===== config.mk =====
export PLATFORM = sky130hd
export DESIGN_NAME = mem_stage
export DESIGN_NICKNAME = d
export VERILOG_FILES = /design/src/rtl/mem_stage.sv
export SDC_FILE = /design/constraint.sdc
export NUM_CORES = 1
export LEC_CHECK = 0
export CAP_MARGIN = 20
export CORE_MARGIN = 2
export CORE_UTILIZATION = 41
export CTS_BUF_LIST = sky130_fd_sc_hd__clkbuf_4 sky130_fd_sc_hd__clkbuf_8 sky130_fd_sc_hd__clkbuf_16
export CTS_CLUSTER_SIZE = 12
export DETAILED_ROUTE_END_ITERATION = 12
export HOLD_SLACK_MARGIN = 0.06
export PLACE_DENSITY = 0.77
export SLEW_MARGIN = 20
export SYNTH_ARGS = -nofsm -noshare
export SYNTH_HDL_FRONTEND = slang
export SYNTH_SLANG_ARGS = --single-unit

===== constraint.sdc =====
create_clock -name clk -period 2.1 [get_ports clk]
set_input_delay 0.42 -clock clk [delete_from_list [all_inputs] [get_ports clk]]
set_output_delay 0.42 -clock clk [all_outputs]
set_load 0.02 [all_outputs]

===== src/rtl/mem_stage.sv =====
// Pipeline MEM stage: issues one load/store per instruction on a req/ack bus,
// aligns store data, extracts load data and registers the MEM/WB result.
module mem_stage (
   input  logic        clk,
   input  logic        rst,
   input  logic        flush,
   input  logic        in_flag,
   input  logic [31:0] in_pc4,
   input  logic [31:0] in_ext,
   input  logic [31:0] in_ALU_C,
   input  logic [31:0] in_rd,
   input  logic [4:0]  in_wR,
   input  logic [1:0]  in_rf_we,
   input  logic [1:0]  in_rf_wsel,
   input  logic [1:0]  in_ram_we,
   input  logic [2:0]  in_ram_rsel,
   output logic        mem_req,
   output logic        mem_we,
   output logic [31:0] mem_addr,
   output logic [31:0] mem_wdata,
   output logic [3:0]  mem_wstrb,
   input  logic        mem_ack,
   input  logic [31:0] mem_rdata,
   output logic        stall,
   output logic        wb_valid,
   output logic        wb_rf_we,
   output logic [4:0]  wb_wR,
   output logic [31:0] wb_wD,
   output logic        misalign,
   output logic        dbg_busy
);

   typedef enum logic {IDLE = 1'b0, BUSY = 1'b1} state_t;

   state_t      state;
   logic        is_store, is_load, mem_op, misaligned_op;
   logic [1:0]  acc_size;
   logic [3:0]  st_strb;
   logic [31:0] st_data, wd_sel, ld_shift, ld_data;
   logic [7:0]  ld_byte;
   logic [15:0] ld_half;

   logic [2:0]  ld_rsel;
   logic [1:0]  ld_off;
   logic [4:0]  lat_wR;
   logic        lat_rf_we, lat_use_load, kill;
   logic [31:0] lat_wd;

   assign is_store = |in_ram_we;
   assign is_load  = (in_ram_rsel >= 3'd1) && (in_ram_rsel <= 3'd5);
   assign mem_op   = is_store | is_load;
   assign dbg_busy = (state == BUSY);

   // acc_size: 0 = byte, 1 = half, 2 = word; a store wins over a load
   always_comb begin
      acc_size = 2'd2;
      if (is_store) begin
         case (in_ram_we)
            2'b01:   acc_size = 2'd0;
            2'b10:   acc_size = 2'd1;
            default: acc_size = 2'd2;
         endcase
      end else begin
         case (in_ram_rsel)
            3'd1, 3'd2: acc_size = 2'd0;
            3'd3, 3'd4: acc_size = 2'd1;
            default:    acc_size = 2'd2;
         endcase
      end
   end

   assign misaligned_op = mem_op & (((acc_size == 2'd1) & in_ALU_C[0]) |
                                    ((acc_size == 2'd2) & (|in_ALU_C[1:0])));

   // Misaligned ops retire in one cycle without a bus access, so they never stall.
   assign stall = in_flag & mem_op & ~misaligned_op & ~((state == BUSY) & mem_ack);

   always_comb begin
      st_strb = 4'b1111;
      st_data = in_rd;
      case (acc_size)
         2'd0: begin
            st_strb = 4'b0001 << in_ALU_C[1:0];
            st_data = {4{in_rd[7:0]}};
         end
         2'd1: begin
            st_strb = 4'b0011 << in_ALU_C[1:0];
            st_data = {2{in_rd[15:0]}};
         end
         default: ;
      endcase
   end

   always_comb begin
      wd_sel = in_ALU_C;
      case (in_rf_wsel)
         2'b00:   wd_sel = in_ALU_C;
         2'b01:   wd_sel = 32'd0;
         2'b10:   wd_sel = in_pc4;
         default: wd_sel = in_ext;
      endcase
   end

   assign ld_shift = mem_rdata >> {ld_off, 3'b000};
   assign ld_byte  = ld_shift[7:0];
   assign ld_half  = ld_off[1] ? mem_rdata[31:16] : mem_rdata[15:0];

   always_comb begin
      ld_data = mem_rdata;
      case (ld_rsel)
         3'd1:    ld_data = {{24{ld_byte[7]}}, ld_byte};
         3'd2:    ld_data = {24'd0, ld_byte};
         3'd3:    ld_data = {{16{ld_half[15]}}, ld_half};
         3'd4:    ld_data = {16'd0, ld_half};
         default: ld_data = mem_rdata;
      endcase
   end

   // Bus handshake: mem_req rises with addr/wdata/wstrb/we and all of them hold
   // until the cycle mem_ack=1; that edge completes the transfer and drops mem_req.
   always_ff @(posedge clk or negedge rst) begin
      if (!rst) begin
         state        <= IDLE;
         mem_req      <= 1'b0;
         mem_we       <= 1'b0;
         mem_addr     <= 32'd0;
         mem_wdata    <= 32'd0;
         mem_wstrb    <= 4'd0;
         misalign     <= 1'b0;
         wb_valid     <= 1'b0;
         wb_rf_we     <= 1'b0;
         wb_wR        <= 5'd0;
         wb_wD        <= 32'd0;
         ld_rsel      <= 3'd0;
         ld_off       <= 2'd0;
         lat_wR       <= 5'd0;
         lat_rf_we    <= 1'b0;
         lat_use_load <= 1'b0;
         lat_wd       <= 32'd0;
         kill         <= 1'b0;
      end else begin
         misalign <= 1'b0;
         wb_valid <= 1'b0;
         wb_rf_we <= 1'b0;
         case (state)
            IDLE: begin
               if (in_flag && !flush) begin
                  if (misaligned_op) begin
                     misalign <= 1'b1;
                     wb_valid <= 1'b1;
                     wb_wR    <= in_wR;
                     wb_wD    <= 32'd0;
                  end else if (mem_op) begin
                     state        <= BUSY;
                     mem_req      <= 1'b1;
                     mem_we       <= is_store;
                     mem_addr     <= {in_ALU_C[31:2], 2'b00};
                     mem_wdata    <= is_store ? st_data : 32'd0;
                     mem_wstrb    <= is_store ? st_strb : 4'd0;
                     ld_rsel      <= is_store ? 3'd0 : in_ram_rsel;
                     ld_off       <= in_ALU_C[1:0];
                     lat_wR       <= in_wR;
                     lat_rf_we    <= |in_rf_we;
                     lat_use_load <= ~is_store & (in_rf_wsel == 2'b01);
                     lat_wd       <= wd_sel;
                     kill         <= 1'b0;
                  end else begin
                     wb_valid <= 1'b1;
                     wb_rf_we <= |in_rf_we;
                     wb_wR    <= in_wR;
                     wb_wD    <= wd_sel;
                  end
               end
            end
            BUSY: begin
               if (flush) kill <= 1'b1;
               if (mem_ack) begin
                  state     <= IDLE;
                  mem_req   <= 1'b0;
                  mem_we    <= 1'b0;
                  mem_wstrb <= 4'd0;
                  wb_valid  <= ~(kill | flush);
                  wb_rf_we  <= ~(kill | flush) & lat_rf_we;
                  wb_wR     <= lat_wR;
                  wb_wD     <= lat_use_load ? ld_data : lat_wd;
               end
            end
            default: state <= IDLE;
         endcase
      end
   end

endmodule


---- After elaboration in Yosys (flattened, before gate mapping) ----
Index checks and enable logic that the tools add are counted.
storage, ports and cells
  bits in registers ....................... 154
  latch bits .............................. 0
  bits in writable memories ............... 0
  ROM bits ................................ 0
  input port bits ......................... 179
  output and inout port bits .............. 112
  word-level logic and storage cells ...... 133
  memories ................................ 0
cells by class
  add/sub/neg operators ................... 0
  $mul .................................... 0
  div/mod/pow operators ................... 0
  magnitude comparators ................... 2
  equal/unequal tests ..................... 20
  shifts and indexed selects .............. 3
  muxes and demuxes ....................... 59
  bitwise gates (word level) .............. 17
  reductions and logical operators ........ 14
operator list
  kind                  number
  $mux W32              6
  $pmux W32 S2          2
  $pmux W32 S4          1
  $pmux W32 S3          1
  $shr A32 B5 Y8        1
  $mux W1               26
  $mux W4               5
  $mux W5               4
  $mux W16              1
  $pmux W4 S2           2
  $eq A3 B2 Y1 const B  4
  $pmux W1 S2           6
  $reduce_and A4 Y1     3
  $ne A2 B2 Y1 const B  5
  $pmux W5 S2           1
  $reduce_or A2 Y1      5
  $and A1 B1 Y1         9
  $pmux W2 S2           2
  $eq A2 B1 Y1 const B  3
  $eq A2 B2 Y1 const B  3
  $eq A3 B1 Y1 const B  2
  $eq A3 B3 Y1 const B  2
  $not A1 Y1            5
  $logic_not A2 Y1      2
  11 further kinds      14

---- Logic depth before layout (Yosys ltp) ----
Gate-level depths: netlist (run 1).
  depth in word-level cells ............... 11
  mapped depth ............................ 12
  gate-level depth less buffers ........... 8

---- Worst setup path before layout (run 1) ----
OpenSTA, ideal clock, no wires.
  path kind ............................... input-to-reg
  start ................................... in in_ram_we[0]
  end ..................................... reg mem_addr[10]
  library setup time ...................... 0.128 ns
  arrival time ............................ 2.291 ns
  data required time ...................... 1.972 ns
  path slack .............................. -0.318 ns
  stages .................................. 10
  buffers on the path ..................... 3
  path through ............................ inv_1 ha_1 buf_2 o21ba_2 a311oi_2 nor3_4 nand2b_2 buf_4 buf_4 mux2_1
between the ends
  longest elaborated chain between the ends .. 9
  elaborated cells between the ends (all ways) .. 14
  classes of those cells .................. eq/ne (4); mux (2); bitwise (6); reduce/logical (2)
ends and longest elaborated chain
  item                                                 RTL line  RTL
  from (decl)                                          15        input logic [1:0] in_ram_we,
  $eq A2 B2 Y1 / $eq A2 B1 Y1 (equally long branches)  58        case (in_ram_we)
  $pmux W2 S2                                          58
  $mux W2                                              57        if (is_store) begin
  $eq A2 B1 Y1 / $eq A2 B2 Y1 (equally long branches)  72, 73
  $and A1 B1 Y1 (on tied branches)                     72, 73
  $or A1 B1 Y1                                         72        assign misaligned_op = mem_op & (((acc_size == 2'd1) & in_ALU_C[0]) |
  $and A1 B1 Y1                                        72
  $not A1 Y1 (no source line)                          -
  $reduce_and A4 Y1 (no source line) *                 -
  to (signal assigned)                                 157       mem_addr <= {in_ALU_C[31:2], 2'b00};
  to (decl)                                            19        output logic [31:0] mem_addr,
Mark *: on every way between the ends. The rest lies on a longest branch, timed or not.
A chain may end at the register's enable or synchronous reset.

---- Worst setup path in the final report (run 1) ----
  start ................................... in in_ram_rsel[2]
  end ..................................... out stall
between the ends
  longest elaborated chain between the ends .. 11
  elaborated cells between the ends (all ways) .. 22
  classes of those cells .................. order compare (2); eq/ne (6); mux (2); bitwise (9); reduce/logical (3)
ends and longest elaborated chain
  item                                                 RTL line  RTL
  from (decl)                                          16        input logic [2:0] in_ram_rsel,
  $eq A3 B2 Y1, or another cell as far along           64        case (in_ram_rsel)
  $reduce_or A2 Y1                                     64
  $pmux W2 S2                                          64
  $mux W2                                              57
  $eq A2 B1 Y1 / $eq A2 B2 Y1 (equally long branches)  72, 73
  $and A1 B1 Y1 (on tied branches)                     72, 73
  $or A1 B1 Y1                                         72
  $and A1 B1 Y1                                        72
  $not A1 Y1 (no source line)                          -
  $and A1 B1 Y1 * (2 in a row)                         76        assign stall = in_flag & mem_op & ~misaligned_op & ~((state == BUSY) & mem_ack);
  to (decl)                                            24        output logic stall,
Marks and branches as above.

==> impl_metrics.json, run 1 <==
{
  "grt_max_degree": 43,
  "floorplan.initialDensity_pct": 41.4,
  "wl_per_cell_um": 20.3,
  "cts_made_buffers": 17,
  "routabilityCongestion": 0.873,
  "postRouteWirelength_mm": 28.6,
  "avgViaCountPerCell": 5.63,
  "netlist_instances": 802,
  "hold_path_class": "in -> reg",
  "hold_slack_ns": 0.409,
  "worst_setup_path_startpoint": "in_ram_rsel[2]",
  "failed_checks": "setup timing",
  "antenna_found_initial": 1,
  "vdd_ir_drop_max_mv": 0.576,
  "ys_dominant_reg_cell": "sky130_fd_sc_hd__dfrtp_1",
  "power.density_cell_area_nw_per_um2": 1040,
  "layout-area-overhead-vs-synth_pct": 56.9,
  "grt_remaining_overflow": 0,
  "asyncSetResetFlopFracSynth_pct": 100,
  "yosysWarningCount": 0,
  "postSynthRegisterBits": 154,
  "grt_first_pass_wirelength_mm": 44.9,
  "drt_pass1_iterations": 5,
  "max_freq_ghz": 0.463,
  "layout_commonest_cell": "sky130_fd_sc_hd__clkdlybuf4s50_1",
  "floorplan.die_area_sq_um": 21400,
  "site_row_count": 52,
  "outcome": "finished, violations left",
  "clock_sinks": 154,
  "worstPathRequired_ns": 1.68,
  "highest_count_cells_in_the_layout_ignoring_fill_and_taps": "sky130_fd_sc_hd__clkdlybuf4s50_1 (279), sky130_fd_sc_hd__dfrtp_1 (151), sky130_fd_sc_hd__nand2_1 (87)",
  "io_pins": 291,
  "postSynthAreaPerCell_sq_um": 10.3,
  "hpwlAfterDp_mm": 20.4,
  "tritoncts": "yes",
  "final_max_slew_viol_count": 0,
  "clk-insertion-delay-late_ns": 0.42,
  "final_layout_size_suffix_gt1_share_pct": 20.6,
  "fin_worst_skew_ns": 0.0129,
  "reg2reg_from": "ld_rsel[0]",
  "placeableCoreArea_sq_um": 20000,
  "rr_worst_depth": 9,
  "die_height_um": 146,
  "data_arrival_critical_path_ns": 1.74,
  "max_fanout_on_critical_path": 2,
  "synth_enable_flop_cells": 0,
  "grt_pass1_vias": 8094,
  "post-route-period-util_pct": 103,
  "level_count_of_the_clock_h_tree": 4,
  "leakagePower_nw": 5.48,
  "num-nets-final": 1311,
  "worstSetupPathType": "in -> out",
  "largest_buffer_count_on_any_clock_path": 2,
  "ant_nets": 0,
  "max_cap_viol_count": 0,
  "setup_crit_end_kind": "output port",
  "timing.critical_path.from_type": "primary input",
  "critPathCapture": "stall",
  "globalRouteTotalUtil_pct": 26.7,
  "place_worst_setup_slack_ns": -1.07,
  "vias": 7954,
  "setup_viol": 17,
  "worst_pin_slew_ns": 0.941,
  "die_w_um": 146,
  "drc_errors": 0,
  "yosys.cell_types.count": 65,
  "synthesis.area_sq_um": 8300,
  "critical_path.reg2reg.endpoint": "wb_wD[2]",
  "rsz0062_at_grt": "true",
  "slew_headroom_pct": 37.1,
  "buffer_ports.inserted": 288,
  "drt_iter0_drc": 533,
  "synth_sequential_area_ratio_pct": 46.4,
  "clkTransAtPathRegs_ns": 0.06,
  "clock_tree.root_cell": "sky130_fd_sc_hd__clkbuf_16",
  "report.final.hold_viol_count": 0,
  "fin_ws_ns": -0.0606,
  "r2r_slack_ns": 0.04,
  "final_period_minus_worst_setup_slack_ns": 2.16
}
layer usage:
| metal | up-vias | GRT usage, % | part of all wire, % |
|---|---|---|---|
| li1 | 3631 | - | - |
| met1 | 3877 | 32.4 | 39 |
| met2 | 394 | 46.2 | 49 |
| met3 | 52 | 7.63 | 8.6 |
| met4 | 0 | 8.20 | 2.7 |
| met5 | - | 0 | 0 |
power breakdown:
part	internal, mW	leakage, nW	switching [mW]
Combinational	2.83	3.28	2.71
Sequential	3.96	1.88	0.583
Clock	2.21	0.322	1.28
Total	9.00	5.48	4.57
worst min-delay path by stage:
stage               cells past startpoint            to          start
finish                                  3  lat_use_load  in_rf_wsel[0]
global route                            3  lat_use_load  in_rf_wsel[0]
CTS                                     3  lat_use_load  in_rf_wsel[0]
detailed placement                      1  mem_addr[10]            rst
global placement                        1   mem_addr[9]            rst
floorplan                               0      dbg_busy            rst
through the flow:
stage          power (mW)  util, %  TNS, ns  cell area (sq um)  std cells
2_1_floorplan        7.25        -    -1.43               8460        803
3_3_place_gp         9.82     60.0  -114.58              12000       1367
3_5_place_dp         9.95     60.0  -118.82              12000       1367
4_1_cts              13.6     64.7   -0.869              13000       1411
5_1_grt              14.2     65.0    -1.96              13000       1414
6_report             13.6     65.0   -0.245              13000       1414
cells in the mapped netlist, drive strengths merged, types with 9 or more instances:
| cell type | instances | share of area, % |
|---|---|---|
| dfrtp | 154 | 46 |
| mux2 | 99 | 13 |
| nand2 | 87 | 3.9 |
| o21ai | 65 | 3.9 |
| nor2 | 50 | 2.3 |
| buf | 38 | 2.8 |
| clkbuf | 34 | 1.6 |
| a22o | 32 | 3.4 |
| a31oi | 31 | 2.3 |
| a21oi | 24 | 1.4 |
| mux2i | 22 | 2.7 |
| o221ai | 22 | 2.3 |
| nand2b | 14 | 1.1 |
| nor2b | 14 | 1.1 |
| o31ai | 11 | 1.0 |
| o311ai | 9 | 1.0 |
critical path, cell delays in order:
cell,delay [ns]
sky130_fd_sc_hd__clkdlybuf4s15_1,0.18
sky130_fd_sc_hd__or3_4,0.41
sky130_fd_sc_hd__a311oi_4,0.32
sky130_fd_sc_hd__nor3_4,0.09
sky130_fd_sc_hd__and3_1,0.20
sky130_fd_sc_hd__buf_6,0.13
cell families after synthesis:
family / synth area share, %
other: 0.0452
buffers and inverters: 4.72
adder cells (fa/ha/maj): 0.301
flip-flops: 46.4
XOR/XNOR: 0.422
AO/OA/AOI/OAI: 21.2
multiplexers: 16.4
AND/OR/NAND/NOR: 10.5
sequential cells by signal, summed over array words and instances (netlist names):
register and flops:
mem_wdata 32, wb_wD 32, wb_valid 1, mem_wstrb 4
misalign 1, lat_wd 32, lat_wR 5, mem_req 1
lat_use_load 1, kill 1, dbg_busy 1, lat_rf_we 1
mem_we 1, mem_addr 30, ld_rsel 3, ld_off 2
wb_rf_we 1, wb_wR 5
final cells by class:
class                           instances  area, sq um
Multi-Input combinational cell        569         4250
Timing Repair Buffer                  380         3860
Inverter                                8         47.5
Fill cell                            1596         7010
Sequential cell                       154         3860
Clock inverter                         12          211
Clock buffer                           20          460
Antenna cell                            1         2.50
Tap cell                              270          338
repair_timing:
item / 4_1_cts / 5_1_grt
resized for setup: 38 / 18
gates cloned: 4 / 0
buffers inserted: 8 / 3
hold endpoints to repair: 37 / 0
pin swaps: 7 / 9
hold buffers: 1 / 0
endpoints found under the setup margin: 152 / 106
Power figures use the tool's default switching activity.
==> run 2: changes to the inputs <==
--- a/config.mk
+++ b/config.mk
@@ -12,7 +12,7 @@
 export CTS_CLUSTER_SIZE = 12
 export DETAILED_ROUTE_END_ITERATION = 12
 export HOLD_SLACK_MARGIN = 0.06
-export PLACE_DENSITY = 0.77
+export PLACE_DENSITY = 0.78
 export SLEW_MARGIN = 20
 export SYNTH_ARGS = -nofsm -noshare
 export SYNTH_HDL_FRONTEND = slang
==> run 2 against run 1 <==
The flow still finishes with violations (setup timing). Die area stayed put. Critical path type unchanged. Largest cell class unchanged. Sequential share of layout area is 0.16 points lower. Critical endpoint unchanged. Via count hardly changed. Routed wire length is 0.37% higher. Flip-flop and latch count stayed put. Fmax is 1.0% lower. Count of clock-buffer cells in the layout is 1 higher. Clock power hardly changed.
==> impl_metrics.json, run 2 (synthesis results as in run 1) <==
{
  "outcome": "finished, violations left",
  "failed_checks": "setup timing",
  "fin_ws_ns": -0.0831,
  "max_fanout_on_critical_path": 3,
  "vias": 7957,
  "tritoncts": "yes",
  "globalRouteTotalUtil_pct": 26.7,
  "final_max_slew_viol_count": 0,
  "worst_pin_slew_ns": 0.888,
  "die_height_um": 146,
  "totalPowerFinal_mw": 13.6,
  "critPathCapture": "stall",
  "post_place_cell_area_sq_um": 12000,
  "stdcell_area_sq_um": 13100,
  "grt_pass1_vias": 8086,
  "post-route-period-util_pct": 104,
  "ant_nets": 0,
  "vdd_ir_drop_max_mv": 0.549,
  "final_period_minus_worst_setup_slack_ns": 2.18,
  "number_of_filler_instances_in_the_final_layout": 1629,
  "clk-insertion-delay-late_ns": 0.42,
  "leakagePower_nw": 5.53,
  "level_count_of_the_clock_h_tree": 4,
  "max_freq_ghz": 0.458,
  "io_pins": 291,
  "buffer_ports.inserted": 288,
  "setup-tns-final_ns": -0.142,
  "hold_path_class": "reg -> reg",
  "hold_path_depth": 2,
  "hpwlAfterDp_mm": 20.3,
  "max_cap_viol_count": 0,
  "grt_first_pass_wirelength_mm": 44.7,
  "regArea_sq_um": 3860,
  "num-nets-final": 1313,
  "antenna_found_initial": 5,
  "critical_path.reg2reg.endpoint": "wb_wD[0]",
  "drt_pass1_iterations": 5,
  "clock_tree.root_cell": "sky130_fd_sc_hd__clkbuf_16",
  "fin_worst_skew_ns": 0.00957,
  "postRouteWirelength_mm": 28.7,
  "setup_viol": 9,
  "wl_per_cell_um": 20.3,
  "final_layout_size_suffix_gt1_share_pct": 21.3,
  "drc_errors": 0,
  "cts_made_buffers": 17,
  "slew_headroom_pct": 40.7,
  "power.density_cell_area_nw_per_um2": 1040,
  "grt_remaining_overflow": 0,
  "rr_worst_depth": 7,
  "clkTransAtPathRegs_ns": 0.06,
  "die_w_um": 146,
  "rsz0062_at_grt": "true",
  "clock_sinks": 154,
  "worstSetupPathType": "in -> out",
  "floorplan.die_area_sq_um": 21400,
  "setup_crit_end_kind": "output port",
  "worstPathRequired_ns": 1.68,
  "routabilityCongestion": 0.888,
  "post_layout_nonfiller_instances": 1418,
  "layout_commonest_cell": "sky130_fd_sc_hd__clkdlybuf4s50_1",
  "grt_max_degree": 43,
  "hold_slack_ns": 0.473,
  "layout-area-overhead-vs-synth_pct": 57.7,
  "placeableCoreArea_sq_um": 20000,
  "floorplan.initialDensity_pct": 41.4,
  "r2r_slack_ns": 0.09,
  "multi_input_comb_area_sq_um": 4280,
  "placed_cells_incl_taps": 1370,
  "site_row_count": 52,
  "layout_top_registers": "lat_wd: 32 flops, mem_wdata: 32 flops, wb_wD: 32 flops",
  "timing.critical_path.from_type": "primary input",
  "highest_count_cells_in_the_layout_ignoring_fill_and_taps": "sky130_fd_sc_hd__clkdlybuf4s50_1 (279), sky130_fd_sc_hd__dfrtp_1 (152), sky130_fd_sc_hd__nand2_1 (86)",
  "data_arrival_critical_path_ns": 1.76,
  "avgViaCountPerCell": 5.61,
  "reg2reg_from": "ld_rsel[0]",
  "largest_buffer_count_on_any_clock_path": 2,
  "report.final.hold_viol_count": 0,
  "worst_setup_path_startpoint": "in_ram_we[1]",
  "drt_iter0_drc": 609
}
run 2: changes by cell type in the layout (fill, tap and decap cells not counted), sizes merged:
cell,before,now
bufbuf,1,0
clkinvlp,2,1
dlygate4sd2,0,3
clkdlybuf4s15,2,0
dlymetal6s2s,1,0
diode,1,4
inv,10,9
buf,94,98
run 2: how the worst min path moves through the flow:
stage	from	end	slack, ns
after global placement	rst	mem_addr[10]	0.37
final	lat_wd[7]	lat_wd[7]	0.47
after CTS	lat_wd[7]	lat_wd[7]	0.48
after global routing	lat_wd[29]	lat_wd[29]	0.50
after floorplan	rst	dbg_busy	0.12
after detailed placement	rst	mem_addr[10]	0.37
run 2: layout make-up:
cell class,instances,area share (%)
Tap cell,270,2.58
Clock buffer,21,3.62
Antenna cell,4,0.0765
Inverter,8,0.344
Multi-Input combinational cell,569,32.7
Clock inverter,10,1.44
Sequential cell,154,29.5
Timing Repair Buffer,382,29.8
run 2: power breakdown:
part | internal, mW | switching [mW] | leakage (nW)
Combinational | 2.87 | 2.71 | 3.33
Clock | 2.22 | 1.28 | 0.323
Sequential | 3.96 | 0.588 | 1.88
Total | 9.05 | 4.58 | 5.53
run 2: timing repair:
action                     CTS  global route
setup endpoints to repair  152           126
hold endpoints to repair    36             0
pin swaps                    6             7
hold buffers                 1             0
buffers inserted             6             1
cloned                       5             1
gates resized for setup     39            30
run 2: routing by layer:
metal,share of wire [%],global-route usage (%),routed length (um)
met1,40,32.6,11400
met2,49,45.2,14100
met3,8.2,7.97,2350
met4,2.8,9.13,817
met5,0.038,0,11
run 2: critical path, cell delays in order:
cell,delay (ns)
sky130_fd_sc_hd__buf_12,0.09
sky130_fd_sc_hd__inv_12,0.03
sky130_fd_sc_hd__ha_4,0.25
sky130_fd_sc_hd__xnor2_2,0.13
sky130_fd_sc_hd__o221a_1,0.30
sky130_fd_sc_hd__nor3_4,0.23
sky130_fd_sc_hd__and3_4,0.20
sky130_fd_sc_hd__buf_6,0.11
run 2: metrics by stage:
stage | util [%] | setup WS [ns]
2_1_floorplan | - | -0.0347
3_5_place_dp | 60.0 | -1.03
3_3_place_gp | 60.0 | -1.02
5_1_grt | 65.3 | -0.158
6_report | 65.3 | -0.0831
4_1_cts | 64.6 | -0.131
==> run 3: changes to the inputs <==
==> constraint.sdc (replaced) <==
create_clock -name clk -period 2 [get_ports clk]
set_input_delay 0.4 -clock clk [delete_from_list [all_inputs] [get_ports clk]]
set_output_delay 0.4 -clock clk [all_outputs]
set_load 0.02 [all_outputs]
==> run 3 against run 2 <==
The run still ends with setup timing left. Count of clock-buffer cells in the layout decreased by 4. Worst hold slack got worse by 0.088 ns. Clock skew down 0.0022 ns. Design area increased by 6.2%. Via count increased by 6.3%. Routed wire length up 13%. Global-route usage grew 1.3 points. Non-clock buffer count is 32 higher. Critical endpoint unchanged. Largest power group unchanged.
==> impl_metrics.json, run 3 (synthesis results as in run 1) <==
{
  "antenna_cells": 0,
  "worst_pin_slew_ns": 0.891,
  "die_w_um": 146,
  "largest_buffer_count_on_any_clock_path": 2,
  "setup_crit_end_kind": "output port",
  "wl_per_cell_um": 22.4,
  "power_frac_clock_pct": 23.3,
  "grt_remaining_overflow": 0,
  "timing.critical_path.from_type": "primary input",
  "postRouteWirelength_mm": 32.5,
  "layout_commonest_cell": "sky130_fd_sc_hd__clkdlybuf4s50_1",
  "final_layout_size_suffix_gt1_share_pct": 27.3,
  "clock_tree.root_cell": "sky130_fd_sc_hd__clkbuf_16",
  "final_max_slew_viol_count": 0,
  "power.density_cell_area_nw_per_um2": 1060,
  "ant_nets": 0,
  "number_of_filler_instances_in_the_final_layout": 1528,
  "layout-area-overhead-vs-synth_pct": 67.5,
  "totalPowerFinal_mw": 14.8,
  "floorplan.initialDensity_pct": 41.4,
  "antenna_found_initial": 0,
  "layout_top_registers": "lat_wd: 32 flops, mem_wdata: 32 flops, wb_wD: 32 flops",
  "final_period_minus_worst_setup_slack_ns": 2.13,
  "worstSetupPathType": "in -> out",
  "setup-tns-final_ns": -1.33,
  "max_cap_viol_count": 0,
  "switchingPower_mw": 5.25,
  "level_count_of_the_clock_h_tree": 4,
  "max_freq_ghz": 0.468,
  "vdd_ir_drop_max_mv": 0.579,
  "clock_sinks": 154,
  "drt_pass1_iterations": 6,
  "buffer_ports.inserted": 288,
  "globalRouteTotalUtil_pct": 28.0,
  "fin_ws_ns": -0.135,
  "clk-insertion-delay-late_ns": 0.43,
  "outcome": "finished, violations left",
  "max_fanout_on_critical_path": 3,
  "hpwlAfterDp_mm": 20.8,
  "drc_errors": 0,
  "hold_path_class": "in -> reg",
  "clkTransAtPathRegs_ns": 0.07,
  "floorplan.die_area_sq_um": 21400,
  "switching_fraction_of_total_power_pct": 35.5,
  "site_row_count": 52,
  "grt_max_degree": 46,
  "grt_pass1_vias": 8496,
  "io_pins": 291,
  "drt_iter0_drc": 516,
  "data_arrival_critical_path_ns": 1.73,
  "regArea_sq_um": 3860,
  "failed_checks": "setup timing",
  "rsz0062_at_grt": "true",
  "combinationalPowerShare_pct": 44.0,
  "hold_slack_ns": 0.385,
  "stdcell_area_sq_um": 13900,
  "setup_viol": 33,
  "worstPathRequired_ns": 1.60,
  "fin_worst_skew_ns": 0.00736,
  "avgViaCountPerCell": 5.84,
  "vias": 8455,
  "leakagePower_nw": 5.87,
  "post_place_cell_area_sq_um": 12100,
  "post-route-period-util_pct": 107,
  "cts_made_buffers": 17,
  "highest_count_cells_in_the_layout_ignoring_fill_and_taps": "sky130_fd_sc_hd__clkdlybuf4s50_1 (278), sky130_fd_sc_hd__dfrtp_1 (152), sky130_fd_sc_hd__nand2_1 (80)",
  "placeableCoreArea_sq_um": 20000,
  "slew_headroom_pct": 40.5,
  "report.final.hold_viol_count": 0,
  "num-nets-final": 1346,
  "tritoncts": "yes",
  "routabilityCongestion": 0.937,
  "share_seq_of_total_power_pct": 32.7,
  "multi_input_comb_area_sq_um": 4580,
  "die_height_um": 146,
  "grt_first_pass_wirelength_mm": 46.9,
  "cellInternalPower_mw": 9.52
}
-- run 3: changes by cell type in the layout (fill, tap and decap cells not counted), sizes merged, moves of 3 or more --
cell	change
diode	-4
dlygate4sd2	-3
inv	+4
buf	+23
clkbuf	+8
-- run 3: final timing paths --
| kind | start | to | slack, ns | cells past startpoint |
|---|---|---|---|---|
| max in group asynchronous | rst | mem_wdata[22] | 0.85 | 3 |
| hold / removal | in_ram_rsel[1] | ld_rsel[1] | 0.39 | 4 |
| min in group asynchronous | rst | mem_addr[9] | 0.50 | 2 |
| hold reg to reg | lat_wd[7] | lat_wd[7] | 0.48 | 2 |
| setup / recovery | in_ram_we[1] | stall | -0.13 | 8 |
| setup reg to reg | ld_off[1] | wb_wD[12] | -0.05 | 9 |
-- run 3: layer usage --
| metal | up-vias | global-route usage, % | part of all wire (%) | wire [um] |
|---|---|---|---|---|
| met5 | - | 0 | 0 | 0 |
| met4 | 0 | 10.6 | 3.3 | 1060 |
| met3 | 96 | 7.50 | 9.2 | 3000 |
| met2 | 457 | 49.6 | 50 | 16300 |
| met1 | 4185 | 32.6 | 37 | 12100 |
| li1 | 3717 | - | - | - |
-- run 3: power by group through the flow --
stage	registers [mW]	logic [mW]	clock network, mW
2_1_floorplan	5.64	1.98	0
6_report	4.84	6.49	3.44
3_5_place_dp	4.81	5.68	0
4_1_cts	4.78	5.93	3.45
3_3_place_gp	4.77	5.57	0
5_1_grt	4.95	6.84	3.57
-- run 3: area by class of cell --
type,count,share of cell area (%)
multi-input combinational,570,32.9
timing repair buffer,414,32.1
inverter,8,0.324
clock buffer,17,3.06
clock inverter,15,1.35
tap,270,2.43
sequential,154,27.7
-- run 3: metrics by stage --
| stage | setup slack [ns] | std cells | utilization [%] |
|---|---|---|---|
| global route | -0.203 | 1448 | 69.3 |
| global placement | -1.03 | 1373 | 60.2 |
| floorplan | -0.114 | 803 | - |
| detailed placement | -1.03 | 1373 | 60.2 |
| finish | -0.135 | 1448 | 69.3 |
| CTS | -0.183 | 1429 | 65.6 |
-- run 3: what timing repair did --
item                                    4_1_cts  5_1_grt
hold buffers                                  1        0
gates resized for setup                      40      119
endpoints found under the setup margin      152      146
pin swaps                                    11       23
endpoints found under the hold margin        36        0
gates cloned                                  9       10
setup buffers                                14       13
-- run 3: worst max-delay path, stage by stage --
cell	delay, ns
sky130_fd_sc_hd__buf_12	0.09
sky130_fd_sc_hd__inv_12	0.03
sky130_fd_sc_hd__ha_4	0.24
sky130_fd_sc_hd__xnor2_2	0.13
sky130_fd_sc_hd__o221a_1	0.29
sky130_fd_sc_hd__nor3_4	0.23
sky130_fd_sc_hd__and3_4	0.21
sky130_fd_sc_hd__buf_6	0.11
